$ cat config.mk
export PLATFORM = sky130hd
export DESIGN_NAME = mem_port_arbiter_flat
export DESIGN_NICKNAME = d
export VERILOG_FILES = /design/src/rtl/SoC_pkg.sv /design/src/rtl/mem_port_arbiter_if.sv /design/src/rtl/rr_arb2.sv /design/src/rtl/mem_port_arbiter.sv /design/src/flat_wrapper.sv
export SDC_FILE = /design/constraint.sdc
export NUM_CORES = 1
export LEC_CHECK = 0
export BUFFER_PORTS_ARGS = -buffer_cell sky130_fd_sc_hd__buf_4
export CORE_UTILIZATION = 25
export CTS_BUF_LIST = sky130_fd_sc_hd__clkbuf_4
export CTS_CLUSTER_SIZE = 28
export DETAILED_ROUTE_END_ITERATION = 10
export PLACE_DENSITY = 0.43
export SETUP_SLACK_MARGIN = 0.3
export SKIP_LAST_GASP = 1
export SYNTH_ARGS = -nofsm -noshare
export SYNTH_HDL_FRONTEND = slang
export SYNTH_HIERARCHICAL = 1
export SYNTH_SLANG_ARGS = --single-unit
$ cat constraint.sdc
create_clock -name clk_i -period 2.1 [get_ports clk_i]
set_input_delay 0.42 -clock clk_i [delete_from_list [all_inputs] [get_ports clk_i]]
set_output_delay 0.42 -clock clk_i [all_outputs]
set_load 0.1 [all_outputs]
$ cat src/rtl/SoC_pkg.sv
// Shared widths and FSM state type for the memory port arbiter.
package SoC_pkg;
    localparam int unsigned WORD_WIDTH  = 4;
    localparam int unsigned INDEX_WIDTH = 4;

    typedef enum logic [1:0] {StIdle, StIssue, StResp} state_e;
endpackage

$ cat src/rtl/mem_port_arbiter_if.sv
// Requester and memory signals of the arbiter. slave = arbiter view, master = environment view.
interface mem_port_arbiter_if #(
    parameter int unsigned WORD_WIDTH  = SoC_pkg::WORD_WIDTH,
    parameter int unsigned INDEX_WIDTH = SoC_pkg::INDEX_WIDTH
);
    logic [1:0]               req_i;
    logic [1:0]               we_i;
    logic [2*INDEX_WIDTH-1:0] index_i;
    logic [2*WORD_WIDTH-1:0]  wdata_i;
    logic [1:0]               done_o;
    logic [1:0]               err_o;
    logic [WORD_WIDTH-1:0]    rdata_o;
    logic                     wr_o;
    logic                     rd_o;
    logic                     ack_wr_i;
    logic                     ack_rd_i;
    logic [WORD_WIDTH-1:0]    wr_data_o;
    logic [INDEX_WIDTH-1:0]   wr_index_o;
    logic [INDEX_WIDTH-1:0]   rd_index_o;
    logic [WORD_WIDTH-1:0]    rd_data_i;

    modport slave (
        input  req_i, we_i, index_i, wdata_i, ack_wr_i, ack_rd_i, rd_data_i,
        output done_o, err_o, rdata_o, wr_o, rd_o, wr_data_o, wr_index_o, rd_index_o
    );

    modport master (
        output req_i, we_i, index_i, wdata_i, ack_wr_i, ack_rd_i, rd_data_i,
        input  done_o, err_o, rdata_o, wr_o, rd_o, wr_data_o, wr_index_o, rd_index_o
    );
endinterface

$ cat src/rtl/rr_arb2.sv
// Two-way round-robin selector: a lone request always wins, a tie goes to the pointer.
module rr_arb2 (
    input  logic [1:0] req_i,
    input  logic       ptr_i,
    output logic [1:0] gnt_o
);
    always_comb begin
        gnt_o = 2'b00;
        case (req_i)
            2'b01:   gnt_o = 2'b01;
            2'b10:   gnt_o = 2'b10;
            2'b11:   gnt_o = ptr_i ? 2'b10 : 2'b01;
            default: gnt_o = 2'b00;
        endcase
    end
endmodule

$ cat src/rtl/mem_port_arbiter.sv
// Arbitrates two requesters onto a single memory port with a per-transaction ack timeout.
module mem_port_arbiter #(
    parameter int unsigned WORD_WIDTH     = SoC_pkg::WORD_WIDTH,
    parameter int unsigned INDEX_WIDTH    = SoC_pkg::INDEX_WIDTH,
    parameter int unsigned TIMEOUT_CYCLES = 15
) (
    input  logic                 clk_i,
    input  logic                 arstn_i,
    mem_port_arbiter_if.slave    bus
);
    import SoC_pkg::state_e, SoC_pkg::StIdle, SoC_pkg::StIssue, SoC_pkg::StResp;

    localparam int unsigned CntW = (TIMEOUT_CYCLES > 1) ? $clog2(TIMEOUT_CYCLES) : 1;
    localparam logic [CntW-1:0] CntLast = CntW'(TIMEOUT_CYCLES - 1);

    state_e                 state_q, state_d;
    logic                   ptr_q, ptr_d;
    logic                   sel_q, sel_d;
    logic                   we_q, we_d;
    logic [INDEX_WIDTH-1:0] index_q, index_d;
    logic [WORD_WIDTH-1:0]  wdata_q, wdata_d;
    logic [WORD_WIDTH-1:0]  rdata_q, rdata_d;
    logic [CntW-1:0]        cnt_q, cnt_d;
    logic                   err_q, err_d;
    logic [1:0]             gnt;
    logic                   ack;

    rr_arb2 u_rr_arb2 (
        .req_i (bus.req_i),
        .ptr_i (ptr_q),
        .gnt_o (gnt)
    );

    assign ack = we_q ? bus.ack_wr_i : bus.ack_rd_i;

    always_comb begin
        state_d = state_q;
        ptr_d   = ptr_q;
        sel_d   = sel_q;
        we_d    = we_q;
        index_d = index_q;
        wdata_d = wdata_q;
        rdata_d = rdata_q;
        cnt_d   = cnt_q;
        err_d   = 1'b0;
        case (state_q)
            StIdle: begin
                if (gnt != 2'b00) begin
                    sel_d   = gnt[1];
                    we_d    = gnt[1] ? bus.we_i[1] : bus.we_i[0];
                    index_d = gnt[1] ? bus.index_i[2*INDEX_WIDTH-1:INDEX_WIDTH]
                                     : bus.index_i[INDEX_WIDTH-1:0];
                    wdata_d = gnt[1] ? bus.wdata_i[2*WORD_WIDTH-1:WORD_WIDTH]
                                     : bus.wdata_i[WORD_WIDTH-1:0];
                    cnt_d   = '0;
                    state_d = StIssue;
                end
            end
            StIssue: begin
                // An ack in the timeout cycle still wins over the timeout.
                if (ack) begin
                    if (!we_q) rdata_d = bus.rd_data_i;
                    ptr_d   = ~sel_q;
                    state_d = StResp;
                end else if (cnt_q == CntLast) begin
                    err_d   = 1'b1;
                    ptr_d   = ~sel_q;
                    state_d = StIdle;
                end else begin
                    cnt_d = cnt_q + 1'b1;
                end
            end
            StResp:  state_d = StIdle;
            default: state_d = StIdle;
        endcase
    end

    always_ff @(posedge clk_i or negedge arstn_i) begin
        if (!arstn_i) begin
            state_q <= StIdle;
            ptr_q   <= 1'b0;
            sel_q   <= 1'b0;
            we_q    <= 1'b0;
            index_q <= '0;
            wdata_q <= '0;
            rdata_q <= '0;
            cnt_q   <= '0;
            err_q   <= 1'b0;
        end else begin
            state_q <= state_d;
            ptr_q   <= ptr_d;
            sel_q   <= sel_d;
            we_q    <= we_d;
            index_q <= index_d;
            wdata_q <= wdata_d;
            rdata_q <= rdata_d;
            cnt_q   <= cnt_d;
            err_q   <= err_d;
        end
    end

    assign bus.wr_o       = (state_q == StIssue) &&  we_q;
    assign bus.rd_o       = (state_q == StIssue) && !we_q;
    assign bus.wr_index_o = index_q;
    assign bus.rd_index_o = index_q;
    assign bus.wr_data_o  = wdata_q;
    assign bus.rdata_o    = rdata_q;
    // sel_q is still valid in the cycle after a timeout, so it steers the err pulse too.
    assign bus.done_o     = (state_q == StResp) ? (sel_q ? 2'b10 : 2'b01) : 2'b00;
    assign bus.err_o      = err_q ? (sel_q ? 2'b10 : 2'b01) : 2'b00;
endmodule
$ cat src/flat_wrapper.sv
// flat-port wrapper written by rule: the top's interface ports become plain ports
module mem_port_arbiter_flat import SoC_pkg::state_e, SoC_pkg::StIdle, SoC_pkg::StIssue, SoC_pkg::StResp;
#(
    parameter int unsigned WORD_WIDTH     = SoC_pkg::WORD_WIDTH,
    parameter int unsigned INDEX_WIDTH    = SoC_pkg::INDEX_WIDTH,
    parameter int unsigned TIMEOUT_CYCLES = 15
)
  (clk_i, arstn_i, bus_req_i, bus_we_i, bus_index_i, bus_wdata_i, bus_ack_wr_i, bus_ack_rd_i, bus_rd_data_i, bus_done_o, bus_err_o, bus_rdata_o, bus_wr_o, bus_rd_o, bus_wr_data_o, bus_wr_index_o, bus_rd_index_o);
  mem_port_arbiter_if #(.WORD_WIDTH(WORD_WIDTH), .INDEX_WIDTH(INDEX_WIDTH)) bus_i ();
  input  logic clk_i;
  input  logic arstn_i;
  input wire logic [$bits(bus_i.req_i)-1:0] bus_req_i;
  input wire logic [$bits(bus_i.we_i)-1:0] bus_we_i;
  input wire logic [$bits(bus_i.index_i)-1:0] bus_index_i;
  input wire logic [$bits(bus_i.wdata_i)-1:0] bus_wdata_i;
  input wire logic [$bits(bus_i.ack_wr_i)-1:0] bus_ack_wr_i;
  input wire logic [$bits(bus_i.ack_rd_i)-1:0] bus_ack_rd_i;
  input wire logic [$bits(bus_i.rd_data_i)-1:0] bus_rd_data_i;
  output wire logic [$bits(bus_i.done_o)-1:0] bus_done_o;
  output wire logic [$bits(bus_i.err_o)-1:0] bus_err_o;
  output wire logic [$bits(bus_i.rdata_o)-1:0] bus_rdata_o;
  output wire logic [$bits(bus_i.wr_o)-1:0] bus_wr_o;
  output wire logic [$bits(bus_i.rd_o)-1:0] bus_rd_o;
  output wire logic [$bits(bus_i.wr_data_o)-1:0] bus_wr_data_o;
  output wire logic [$bits(bus_i.wr_index_o)-1:0] bus_wr_index_o;
  output wire logic [$bits(bus_i.rd_index_o)-1:0] bus_rd_index_o;
  assign bus_i.req_i = bus_req_i;
  assign bus_i.we_i = bus_we_i;
  assign bus_i.index_i = bus_index_i;
  assign bus_i.wdata_i = bus_wdata_i;
  assign bus_i.ack_wr_i = bus_ack_wr_i;
  assign bus_i.ack_rd_i = bus_ack_rd_i;
  assign bus_i.rd_data_i = bus_rd_data_i;
  assign bus_done_o = bus_i.done_o;
  assign bus_err_o = bus_i.err_o;
  assign bus_rdata_o = bus_i.rdata_o;
  assign bus_wr_o = bus_i.wr_o;
  assign bus_rd_o = bus_i.rd_o;
  assign bus_wr_data_o = bus_i.wr_data_o;
  assign bus_wr_index_o = bus_i.wr_index_o;
  assign bus_rd_index_o = bus_i.rd_index_o;
  mem_port_arbiter #(.WORD_WIDTH(WORD_WIDTH), .INDEX_WIDTH(INDEX_WIDTH), .TIMEOUT_CYCLES(TIMEOUT_CYCLES)) u_core (.clk_i(clk_i), .arstn_i(arstn_i), .bus(bus_i));
endmodule
# ---- Word level (Yosys, flattened, before mapping)
# Cells that the tools add are included.
# W data, S select, Z words.
dict set report totals {
  wordCells 56
  output_inout_bits 22
  register_bits 22
  input_bits 28
}
dict set report classes {
  n_reduce_logical 12
  addsub 1
  eq_ne 10
  bitwise_logic 2
  mux 22
}
# operator count
set ops {}
lappend ops {{$mux W4} 5}
lappend ops {{$mux W2} 7}
lappend ops {{$pmux W4 S2} 1}
lappend ops {{$mux W1} 7}
lappend ops {{$eq A2 B2 Y1 const B} 3}
lappend ops {{$pmux W2 S3} 1}
lappend ops {{$reduce_and A2 Y1} 3}
lappend ops {{$reduce_bool A2 Y1} 3}
lappend ops {{$add A4 B1 Y4 const B} 1}
lappend ops {{$eq A2 B1 Y1 const B} 2}
lappend ops {{$eq A4 B4 Y1 const B} 1}
lappend ops {{$ne A2 B2 Y1 const B} 2}
lappend ops {{$pmux W2 S2} 1}
lappend ops {{$reduce_and A4 Y1} 1}
lappend ops {{$ne A3 B1 Y1 const B} 1}
lappend ops {{$reduce_and A3 Y1} 1}
lappend ops {{$logic_and A1 B1 Y1} 2}
lappend ops {{$logic_not A2 Y1} 1}
lappend ops {{$ne A2 B1 Y1 const B} 1}
lappend ops {{$not A1 Y1} 2}
lappend ops {{$logic_not A1 Y1} 1}

# ---- Longest topological paths before layout
dict set report logic_depth {
  ltp_word 5
  depth_mapped 5
  depth_no_buf 5
}

# ---- Cells and area by module
# The synthesis kept the hierarchy.
# mod seq_area_each_um2 cells_per_inst area_each_um2 n_inst
set modules_own_cells {}
lappend modules_own_cells {mem_port_arbiter 550.5 93 1159.9 1}
lappend modules_own_cells {rr_arb2 0.0 3 18.8 1}

# ---- Least setup slack after synthesis
# OpenSTA, ideal clock, no wires.
dict set report synth_path {
  kind {register -> output}
  startpoint {register u_core.state_q[0]}
  endpoint {output bus_done_o[0]}
  t_required_ns 1.680
  slack_ns -0.950
  n_path_buf 0
  t_arrival_ns 2.630
  path_stages_with_launch 2
  cell_sequence {dfrtp_1 > nor3b_1}
}
dict set report synth_via {
  elab_chain_cells 2
}
# item line_no
set synth_lines {}
lappend synth_lines {{start: declaration} mem_port_arbiter.sv:16} ;# state_e state_q, state_d;
lappend synth_lines {{start signal: assignment} mem_port_arbiter.sv:80} ;# state_q <= StIdle;
lappend synth_lines {{start signal: assignment} mem_port_arbiter.sv:90} ;# state_q <= state_d;
lappend synth_lines {{$eq A2 B2 Y1} mem_port_arbiter.sv:109} ;# assign bus.done_o = (state_q == StResp) ? (sel_q ? 2'b10 : 2'b01) : 2'b00;
lappend synth_lines {{$mux W2} mem_port_arbiter.sv:109}
lappend synth_lines {{end: declaration} flat_wrapper.sv:19} ;# output wire logic [$bits(bus_i.done_o)-1:0] bus_done_o;
# No other way between the ends.

# ---- Worst setup path in the final report
dict set report layout_path {
  startpoint {register u_core.state_q[1]}
  endpoint {output bus_wr_o}
}
dict set report layout_via {
  elab_chain_cells 2
}
# item line_no
set layout_lines {}
lappend layout_lines {{$eq A2 B1 Y1} mem_port_arbiter.sv:102} ;# assign bus.wr_o = (state_q == StIssue) && we_q;
lappend layout_lines {{$logic_and A1 B1 Y1} mem_port_arbiter.sv:102}
lappend layout_lines {{end: declaration} flat_wrapper.sv:22} ;# output wire logic [$bits(bus_i.wr_o)-1:0] bus_wr_o;
# No other way between the ends.

==> metrics.csv <==
stage;metric;value;unit
setup_path;CP Capture Type;primary output;
global_routing;initial antenna violation count;0;
global_routing;number of global-route vias before repair;950;
clock_tree;CTS Buffer Depth;2;
cells_and_area;antenna diode count;0;
sta;clock period minus worst slack;1.72;ns
drt;WL/cell;13.0;um
global_routing;Tot GR Track Use;0.115;
cells_and_area;ratio of cells with drive above 1 in the final layout;0.624;
cells_and_area;commonest non-fill, non-tap cell in the layout;buf_4;
floorplan;cell row count;24;
status;status;finished, violations left;
setup_path;CP Data Required Time;1.68;ns
global_routing;Remaining Overflow, GRT;0;
floorplan;core area;4440;sq um
cells_and_area;layout net count;180;
global_routing;pin count of the biggest net entering global routing;23;
cells_and_area;most frequent cells in the layout;50 x buf_4, 21 x mux2_2, 18 x dfrtp_1;
floorplan;Initial Utilization;0.265;
logic_synthesis;post-synth top area cell;dfrtp_1;
logic_synthesis;Synth area leaders;dfrtp_1 47%, mux2_2 20%, mux2i_1 3.4%, buf_4 3.2%, o32ai_4 2.3%;
logic_synthesis;post-synthesis cell count;96;
place;gpl congestion;0.730;
setup_path;Max Fanout on Critical Path;6;
global_routing;first-pass GRT wire length;4.44;mm
place;Detail Placement HPWL;1.93;mm
logic_synthesis;syn_nets;126;
logic_synthesis;sequential-to-total area share from yosys stat;0.467;
floorplan;total die area;4990;sq um
logic_synthesis;Synth Register Bits;22;
clock_tree;total CTS buffers;3;
drt;Post-DRT Antenna Nets;0;
floorplan;Die Span Y;70.7;um
place;port bufs;49;
drt;DR pass1 iterations;7;
logic_synthesis;share of the synthesized area in the top cell type;0.467;
sta;Max transition margin;0.740;
logic_synthesis;number of distinct library cells after synthesis;31;
setup_path;Crit Path Class;reg -> out;
setup_path;CP startpoint kind;flip-flop;
worst_hold_path;Hold WC Path Type;in -> reg;
drt;final wirelength;2.62;mm
drt;drt drc;4;
clock_tree;CTS sink count;22;
clock_tree;Clk pin slew, worst setup/hold paths;0.14;ns
status;failing checks;design-rule violations;
floorplan;Die W;70.7;um
floorplan;# IOs;50;
logic_synthesis;Syn Area/Cell;12.3;sq um
drt;Iter 0 DRT Violations;27;
cells_and_area;Layout area overhead;46.8;%
sta;Tcrit/Tclk final;0.820;
sta;fmax;0.581;GHz
logic_synthesis;yosys warns;6;
setup_path;Worst Reg-to-Reg Cells;6;
worst_hold_path;Worst Hold Depth;2;
clock_tree;Clk Latency, worst-skew pair;0.32;ns
sta;Final setup viols;0;
setup_path;Critical Path AT;1.30;ns
clock_tree;CTS H-tree lvls;1;
sta;Final Hold Viols;0;
sta;final clock skew;0.0114;ns
drt;routed vias;908;
sta;RSZ-0062 raised after global routing;yes;
job;Max Cap Violations;0;
clock_tree;TritonCTS clock tree;built;
sta;Final Slew Violations;0;
sta;worst slew pin tran;0.380;ns
logic_synthesis;Mapped Area;1180;sq um
drt;number of vias per cell;4.52;
clock_tree;Root Driver;clkbuf_4;
sta;Post-Route Setup TNS;0;ns
-- worst max-delay path: stages, from the launching register on --
cell and delay, ns:
dfrtp_2 0.46, nor2b_2 0.18, and2_4 0.18, buf_12 0.16
-- kinds of logic (layout without fill, tap and decap cells) --
| kind of cell | Yosys count | count (layout) | share of synthesized area |
|---|---|---|---|
| and+or+nand+nor | 25 | 26 | 0.138 |
| adders and majority gates | 2 | 2 | 0.0212 |
| buffers and inverters | 10 | 62 | 0.0478 |
| DFF | 22 | 22 | 0.467 |
| AOI/OAI and AO/OA | 10 | 10 | 0.0722 |
| muxes | 27 | 27 | 0.254 |
-- cell type report --
type | count | area [sq um]
Clock buffer | 3 | 22.5
Clock inverter | 1 | 30.0
Fill cell | 449 | 2710
Inverter | 4 | 15.0
Multi-Input combinational cell | 65 | 606
Sequential cell | 22 | 556
Tap cell | 52 | 65.1
Timing Repair Buffer | 54 | 437
-- stage by stage --
| step | setup WS [ns] | hold WS [ns] | std cells | util | area (sq um) |
|---|---|---|---|---|---|
| 2_1_floorplan | 0.0339 | 0.124 | 96 | - | 1190 |
| 3_3_place_gp | 0.386 | 0.327 | 193 | 0.360 | 1600 |
| 3_5_place_dp | 0.307 | 0.338 | 193 | 0.360 | 1600 |
| 4_1_cts | 0.314 | 0.294 | 200 | 0.383 | 1700 |
| 5_1_grt | 0.297 | 0.279 | 201 | 0.389 | 1730 |
| 6_report | 0.379 | 0.312 | 201 | 0.389 | 1730 |
-- state kept, by name, indices dropped and copies added, names as in the netlist --
register               cells
u_core/sel_q               1
u_core/cnt_q               4
u_core/bus.rdata_o         4
u_core/state_q             2
u_core/bus.rd_index_o      4
u_core/err_q               1
u_core/ptr_q               1
u_core/bus.wr_data_o       4
u_core/we_q                1
-- path summary, 6_finish.rpt --
check / from / end / slack (ns)
worst max-delay path: u_core/state_q[1] / bus_wr_o / 0.38
worst min-delay path: bus_rd_data_i[3] / u_core/bus.rdata_o[3] / 0.31
worst max register to register: u_core/ptr_q / u_core/bus.wr_data_o[2] / 0.48
worst min register to register: u_core/bus.rdata_o[3] / u_core/bus.rdata_o[3] / 0.51
max in group asynchronous: arstn_i / u_core/state_q[1] / 1.33
min in group asynchronous: arstn_i / u_core/bus.rd_index_o[3] / 0.51
-- Yosys cell counts --
cell type	instances
dfrtp_1	22
mux2_2	21
buf_4	5
inv_1	4
mux2i_1	4
nor2_1	4
nor2b_1	4
o21ai_0	3
and2_1	2
and3_1	2
ha_1	2
mux2_1	2
nand3_1	2
nor3_1	2
a21boi_0	1
a21boi_1	1
a21oi_1	1
a22o_1	1
and3b_1	1
clkbuf_1	1
nand2_1	1
nand2b_1	1
nand4_1	1
nor2_4	1
nor3b_1	1
nor3b_4	1
o211ai_1	1
o22ai_1	1
o32ai_4	1
or2_4	1
or3_1	1
-- metal layers --
metal,GRT usage,wire length [um]
met1,0.151,1190
met3,0.0342,129
met2,0.183,1280
met5,0,0
met4,0.0333,14
-- what timing repair did --
action | 4_1_cts | 5_1_grt
resized for setup | 7 | 8
buffers inserted | 2 | 0
pin swaps | 0 | 1
setup endpoints to repair | 2 | 7
hold buffers | 1 | 0
hold endpoints to repair | 22 | 0
gates cloned | 0 | 1
Power is not shown: default switching activity piles up to over one toggle a cycle in this logic, so the estimate is an artifact.
